$ cat src/rtl/heap_alloc_pkg.sv
// Shared types for the heap array allocator: FSM state and the request op encoding.
package heap_alloc_pkg;

   typedef enum logic [0:0] {
      IDLE  = 1'b0,
      SERVE = 1'b1
   } state_e;

   localparam logic OP_ALLOC = 1'b0;
   localparam logic OP_FREE  = 1'b1;

endpackage

$ cat src/rtl/heap_array_allocator_rr_arbiter.sv
// Round-robin priority rotate: grants the first eligible requester after rr_i, with wrap.
module rr_arbiter
   import heap_alloc_pkg::*;
#(
   parameter int unsigned NReq = 4,
   localparam int unsigned IdxW = (NReq > 1) ? $clog2(NReq) : 1
) (
   input  logic [NReq-1:0] eligible_i,
   input  logic [IdxW-1:0] rr_i,
   output logic            grant_valid_o,
   output logic [IdxW-1:0] grant_idx_o
);

   int unsigned idx;

   always_comb begin
      grant_valid_o = 1'b0;
      grant_idx_o   = '0;
      idx           = 0;
      for (int unsigned k = 1; k <= NReq; k++) begin
         idx = (32'(rr_i) + k) % NReq;
         if (!grant_valid_o && eligible_i[idx]) begin
            grant_valid_o = 1'b1;
            grant_idx_o   = IdxW'(idx);
         end
      end
   end

endmodule

$ cat src/rtl/heap_array_allocator.sv
// Serialises alloc/free requests from NReq requesters; owns the allocation counter and
// the LIFO stack of freed array indices, and clears arraySizes entries on allocation.
module heap_array_allocator
   import heap_alloc_pkg::*;
#(
   parameter int unsigned NReq               = 4,
   parameter int unsigned NArrays            = 20,
   parameter int unsigned NFreedArrays       = 20,
   parameter int unsigned MemoryElementWidth = 12
) (
   input  logic                               clock,
   input  logic                               reset_n,
   input  logic [NReq-1:0]                    req_valid,
   input  logic [NReq-1:0]                    req_free,
   input  logic [NReq*MemoryElementWidth-1:0] req_index,
   output logic [NReq-1:0]                    ack,
   output logic [MemoryElementWidth-1:0]      ack_index,
   output logic                               ack_error,
   output logic                               size_we,
   output logic [MemoryElementWidth-1:0]      size_addr,
   output logic [MemoryElementWidth-1:0]      size_data,
   output logic [MemoryElementWidth-1:0]      allocs,
   output logic [MemoryElementWidth-1:0]      free_count,
   output logic                               busy
);

   localparam int unsigned W    = MemoryElementWidth;
   localparam int unsigned IdxW = (NReq > 1) ? $clog2(NReq) : 1;
   localparam int unsigned SpW  = (NFreedArrays > 1) ? $clog2(NFreedArrays) : 1;

   state_e          state_q, state_d;
   logic [IdxW-1:0] rr_q, rr_d, win_q, win_d;
   logic            op_q, op_d;
   logic [W-1:0]    idx_q, idx_d;
   logic [NReq-1:0] ack_q, ack_d;
   logic [W-1:0]    ack_index_q, ack_index_d;
   logic            ack_error_q, ack_error_d;
   logic            size_we_q, size_we_d;
   logic [W-1:0]    size_addr_q, size_addr_d;
   logic [W-1:0]    allocs_q, allocs_d;
   logic [W-1:0]    free_count_q, free_count_d;
   logic [W-1:0]    stack_q [NFreedArrays];
   logic            push;

   logic            grant_valid;
   logic [IdxW-1:0] grant_idx;
   logic [SpW-1:0]  push_ptr, top_ptr;

   // The registered ack masks the just-served requester while its req is still high.
   rr_arbiter #(
      .NReq(NReq)
   ) u_arb (
      .eligible_i   (req_valid & ~ack_q),
      .rr_i         (rr_q),
      .grant_valid_o(grant_valid),
      .grant_idx_o  (grant_idx)
   );

   assign push_ptr = SpW'(free_count_q);
   assign top_ptr  = SpW'(free_count_q - 1'b1);

   always_comb begin
      state_d      = state_q;
      rr_d         = rr_q;
      win_d        = win_q;
      op_d         = op_q;
      idx_d        = idx_q;
      ack_d        = '0;
      ack_index_d  = '0;
      ack_error_d  = 1'b0;
      size_we_d    = 1'b0;
      size_addr_d  = '0;
      allocs_d     = allocs_q;
      free_count_d = free_count_q;
      push         = 1'b0;
      unique case (state_q)
         IDLE: begin
            if (grant_valid) begin
               win_d   = grant_idx;
               rr_d    = grant_idx;
               op_d    = req_free[grant_idx];
               idx_d   = req_index[grant_idx*W +: W];
               state_d = SERVE;
            end
         end
         SERVE: begin
            state_d      = IDLE;
            ack_d[win_q] = 1'b1;
            if (op_q == OP_ALLOC) begin
               if (free_count_q != '0) begin
                  ack_index_d  = stack_q[top_ptr];
                  free_count_d = free_count_q - 1'b1;
                  size_we_d    = 1'b1;
                  size_addr_d  = stack_q[top_ptr];
               end else if (allocs_q < W'(NArrays)) begin
                  ack_index_d = allocs_q;
                  allocs_d    = allocs_q + 1'b1;
                  size_we_d   = 1'b1;
                  size_addr_d = allocs_q;
               end else begin
                  ack_error_d = 1'b1;
               end
            end else begin
               ack_index_d = idx_q;
               if (idx_q >= allocs_q || free_count_q == W'(NFreedArrays)) begin
                  ack_error_d = 1'b1;
               end else begin
                  push         = 1'b1;
                  free_count_d = free_count_q + 1'b1;
               end
            end
         end
         default: state_d = IDLE;
      endcase
   end

   always_ff @(posedge clock or negedge reset_n) begin
      if (!reset_n) begin
         state_q      <= IDLE;
         rr_q         <= IdxW'(NReq - 1);
         win_q        <= '0;
         op_q         <= OP_ALLOC;
         idx_q        <= '0;
         ack_q        <= '0;
         ack_index_q  <= '0;
         ack_error_q  <= 1'b0;
         size_we_q    <= 1'b0;
         size_addr_q  <= '0;
         allocs_q     <= '0;
         free_count_q <= '0;
      end else begin
         state_q      <= state_d;
         rr_q         <= rr_d;
         win_q        <= win_d;
         op_q         <= op_d;
         idx_q        <= idx_d;
         ack_q        <= ack_d;
         ack_index_q  <= ack_index_d;
         ack_error_q  <= ack_error_d;
         size_we_q    <= size_we_d;
         size_addr_q  <= size_addr_d;
         allocs_q     <= allocs_d;
         free_count_q <= free_count_d;
      end
   end

   always_ff @(posedge clock) begin
      if (push) begin
         stack_q[push_ptr] <= idx_q;
      end
   end

   assign ack        = ack_q;
   assign ack_index  = ack_index_q;
   assign ack_error  = ack_error_q;
   assign size_we    = size_we_q;
   assign size_addr  = size_addr_q;
   assign size_data  = '0;
   assign allocs     = allocs_q;
   assign free_count = free_count_q;
   assign busy       = (state_q == SERVE);

endmodule

$ cat config.mk
export PLATFORM = sky130hd
export DESIGN_NAME = heap_array_allocator
export DESIGN_NICKNAME = d
export VERILOG_FILES = /design/src/rtl/heap_alloc_pkg.sv /design/src/rtl/heap_array_allocator_rr_arbiter.sv /design/src/rtl/heap_array_allocator.sv
export SDC_FILE = /design/constraint.sdc
export NUM_CORES = 1
export LEC_CHECK = 0
export ABC_AREA = 0
export BUFFER_PORTS_ARGS = -buffer_cell sky130_fd_sc_hd__buf_2
export CAP_MARGIN = 20
export CELL_PAD_IN_SITES_DETAIL_PLACEMENT = 1
export CELL_PAD_IN_SITES_GLOBAL_PLACEMENT = 1
export CORE_MARGIN = 1.5
export CORE_UTILIZATION = 35
export CTS_CLUSTER_DIAMETER = 60
export CTS_CLUSTER_SIZE = 10
export DETAILED_ROUTE_END_ITERATION = 8
export GPL_TIMING_DRIVEN = 1
export HOLD_SLACK_MARGIN = 0.05
export PLACE_DENSITY_LB_ADDON = 0.1
export SETUP_SLACK_MARGIN = 0.02
export SYNTH_ARGS = -nofsm -noshare
export SYNTH_HDL_FRONTEND = slang
export SYNTH_SLANG_ARGS = --single-unit
$ cat constraint.sdc
create_clock -name clock -period 3.3 [get_ports clock]
set_clock_uncertainty 0.15 [all_clocks]
set_input_delay 0.33 -clock clock [delete_from_list [all_inputs] [get_ports clock]]
set_output_delay 0.33 -clock clock [all_outputs]
set_load 0.01 [all_outputs]
==> results.py <==
metrics = {
    "outcome": {
        "status": "finished clean",
    },
    "layout": {
        "drive_gt1_share_pct": 30.44,
        "fin_area_um2": 15980,
        "diodes": 0,
        "layout_commonest_cell": "edfxtp_1",
        "multi_input_comb_area_um2": 3810,
        "layout_common_cells": "240 x edfxtp_1, 111 x buf_2, 69 x dfrtp_1",
        "nets": 1040,
        "ff_latch_area_um2": 9015,
        "syn_to_final_growth_pct": 21.35,
        "nFillCells": 3634,
    },
    "die": {
        "rows": 70,
        "ioPinCount": 125,
        "die_x_um": 196.9,
        "die_h_um": 196.9,
        "die-area_um2": 38790,
        "core_region_area_um2": 36790,
        "initial_utilization_pct": 35.79,
    },
    "sta": {
        "rsz0062_at_grt": "false",
        "timing.hold.ws_ps": 98.01,
        "period_needed_ps": 3149,
        "tightestPinTransition_ps": 926.4,
        "final_min_period_over_clock_period_pct": 95.42,
        "drv_slew": 0,
        "finalSetupTns_ps": 0,
        "clock.fmax_ghz": 0.3176,
        "max-slew-margin-rel_pct": 38.24,
        "hold_violations": 0,
        "setup_viol": 0,
    },
    "logic_synthesis": {
        "async_flop_share_pct": 23.08,
        "yosysTopAreaCellShare_pct": 54.74,
        "synth_mux_area_share_pct": 14.30,
        "ys_ff_latch": 312,
        "synth.distinct_cells": 61,
        "yosys.area.top_type": "edfxtp_1",
        "synthCells": 780,
        "avgSynthCellArea_um2": 16.88,
        "synth_xor_xnor_area_share_pct": 1.188,
        "ys_warn_count": 0,
        "ys_seq_area_share_pct": 68.45,
        "synthSimpleGateAreaFrac_pct": 5.731,
        "netlist_area_um2": 13170,
        "synthFlopType": "edfxtp_1",
        "synth_edf_count": 240,
        "yosys.area_share.adder_pct": 1.711,
        "synth_compound_area_share_pct": 5.151,
        "synthTopCellsByArea": "edfxtp_1 55%, dfrtp_1 13%, mux4_2 10%",
        "synth_top_family_by_area": "multiplexers",
    },
    "setup_path": {
        "ff2ff_path_depth": 8,
        "crit_path_end": "idx_q[11]$_DFFE_PN0P_",
        "critPathKind": "reg2reg",
        "crit_start": "ack[0]$_DFF_PN0_",
        "reg2reg_from": "ack[0]$_DFF_PN0_",
        "regToRegEndpoint": "idx_q[11]$_DFFE_PN0P_",
        "critPathCaptureType": "flop",
        "start_kind": "flop",
        "crit_fanout": 27,
        "r2r_slack_ps": 150,
        "cp.required_ps": 3550,
        "arrival_ps": 3400,
    },
    "clock_tree": {
        "clk_path_buf_depth": 3,
        "cts_tree": "yes",
        "cts_buffers": 39,
        "clock_latency_ps": 540,
        "clock_sinks": 312,
        "cts-root-buf": "clkbuf_16",
        "postCtsSetupRepairBufs": 0,
        "htree_levels": 2,
        "clkTransAtPathRegs_ps": 60,
    },
    "job": {
        "drv_cap": 0,
    },
    "power": {
        "pwr-share-comb_pct": 41.7,
        "peakVddDrop_v": 0.0006305,
        "swShare_pct": 36.95,
        "p_sw_mw": 5.864,
        "powerDensity_nw_per_um2": 993.3,
        "power_leakage_nw": 6.126,
        "clkPwrFrac_pct": 24.3,
        "pwr-share-seq_pct": 34.0,
        "p_int_mw": 10.00,
    },
    "global_routing": {
        "grt_usage_pct": 19.80,
        "first_global_vias": 8502,
        "grt_overflow_total": 0,
        "grt_pass1_wl_um": 55790,
        "grt_max_degree": 73,
        "antenna_found_initial": 1,
    },
    "drt": {
        "vias_per_cell": 5.269,
        "ant_nets": 0,
        "drt_pass1_iterations": 4,
        "vias": 7693,
        "wl_um": 37100,
        "wl_per_cell_um": 25.41,
        "drt_iter0_markers": 471,
        "drcViolationCount": 0,
    },
    "place": {
        "dpl_cell_area_um2": 14450,
        "post-dp-hpwl_um": 24620,
        "place_congestion": 0.7981,
        "port_buffers": 112,
    },
    "worst_hold_path": {
        "hp-class": "in2async",
    },
}
-- how the worst min path moves through the flow --
stage,start,end,slack (ps),depth (start not counted)
2_1_floorplan,reset_n,ack[0]$_DFF_PN0_,-120,0
3_3_place_gp,allocs[10]$_DFFE_PN0P_,allocs[10]$_DFFE_PN0P_,260,0
3_5_place_dp,allocs[8]$_DFFE_PN0P_,allocs[8]$_DFFE_PN0P_,260,0
5_1_grt,reset_n,free_count[10]$_DFFE_PN0P_,130,2
4_1_cts,req_valid[1],rr_q[1]$_DFFE_PN1P_,180,4
6_report,reset_n,size_addr[11]$_DFF_PN0_,100,2
-- critical path, stage by stage, from the launching register on --
cell	delay, ps
dfrtp_1	400
nor2b_2	220
a21oi_1	90
o211ai_1	300
buf_6	340
mux2i_1	220
dlygate4sd3_1	570
o221ai_1	130
dlygate4sd3_1	610
-- synth_stat cells, drive strengths merged (18+ instances only) --
master  instances
ha             18
mux2i          52
nor3           20
inv            20
edfxtp        240
clkbuf         20
mux4           60
nor2           29
buf            45
nand2          41
dfrtp          70
and3           18
-- logic make-up (layout without fill, tap and decap cells) --
kind of cell / Yosys count / in the layout
buf+inv: 85 / 286
mux: 113 / 113
flops: 312 / 312
fa+ha+maj: 18 / 18
xor+xnor: 17 / 17
compound gates: 89 / 89
other cells: 1 / 12
simple gates: 145 / 145
-- registers in the layout, summed over array words and instances, names as in the netlist, 2 cells and up --
signal and cells:
idx_q 12, stack_q 240, allocs 12, free_count 12, size_addr 12, win_q 2
rr_q 2, ack 4, ack_index 12
-- layout make-up --
| class | count | area share [%] |
|---|---|---|
| Inverter | 20 | 0.4699 |
| Timing Repair Buffer | 197 | 8.435 |
| Tap cell | 468 | 3.665 |
| Clock buffer | 61 | 6.759 |
| Multi-Input combinational cell | 394 | 23.85 |
| Clock inverter | 8 | 0.3916 |
| Sequential cell | 312 | 56.43 |
-- stage by stage --
stage	cells	power [mW]	setup slack, ps	utilization [%]
after global routing	1460	16.67	32.06	43.43
after CTS	1459	16.13	47.74	43.32
after floorplan	791	9.461	32.30	-
after detailed placement	1356	12.04	132.0	39.29
after global placement	1356	11.94	177.9	39.29
final	1460	15.87	151.0	43.43
-- power by group through the flow --
stage | combinational [mW] | clock, mW | sequential [mW]
6_report | 6.61 | 3.86 | 5.39
5_1_grt | 7.14 | 4.10 | 5.43
4_1_cts | 6.77 | 3.96 | 5.40
3_5_place_dp | 6.56 | 0 | 5.48
3_3_place_gp | 6.48 | 0 | 5.46
2_1_floorplan | 3.82 | 0 | 5.64
-- timing repair --
item                       CTS  global route
setup endpoints to repair    0            77
hold buffers                34             0
resized for setup            0             6
hold endpoints to repair    80             0
-- routing by layer --
metal	wire, um	GRT usage [%]	up-vias
li1	-	-	3408
met1	15750	25.82	4000
met2	18550	33.33	218
met3	1472	3.097	67
met4	1320	7.634	0
met5	0	0	-
Power figures use the tool's default switching activity.
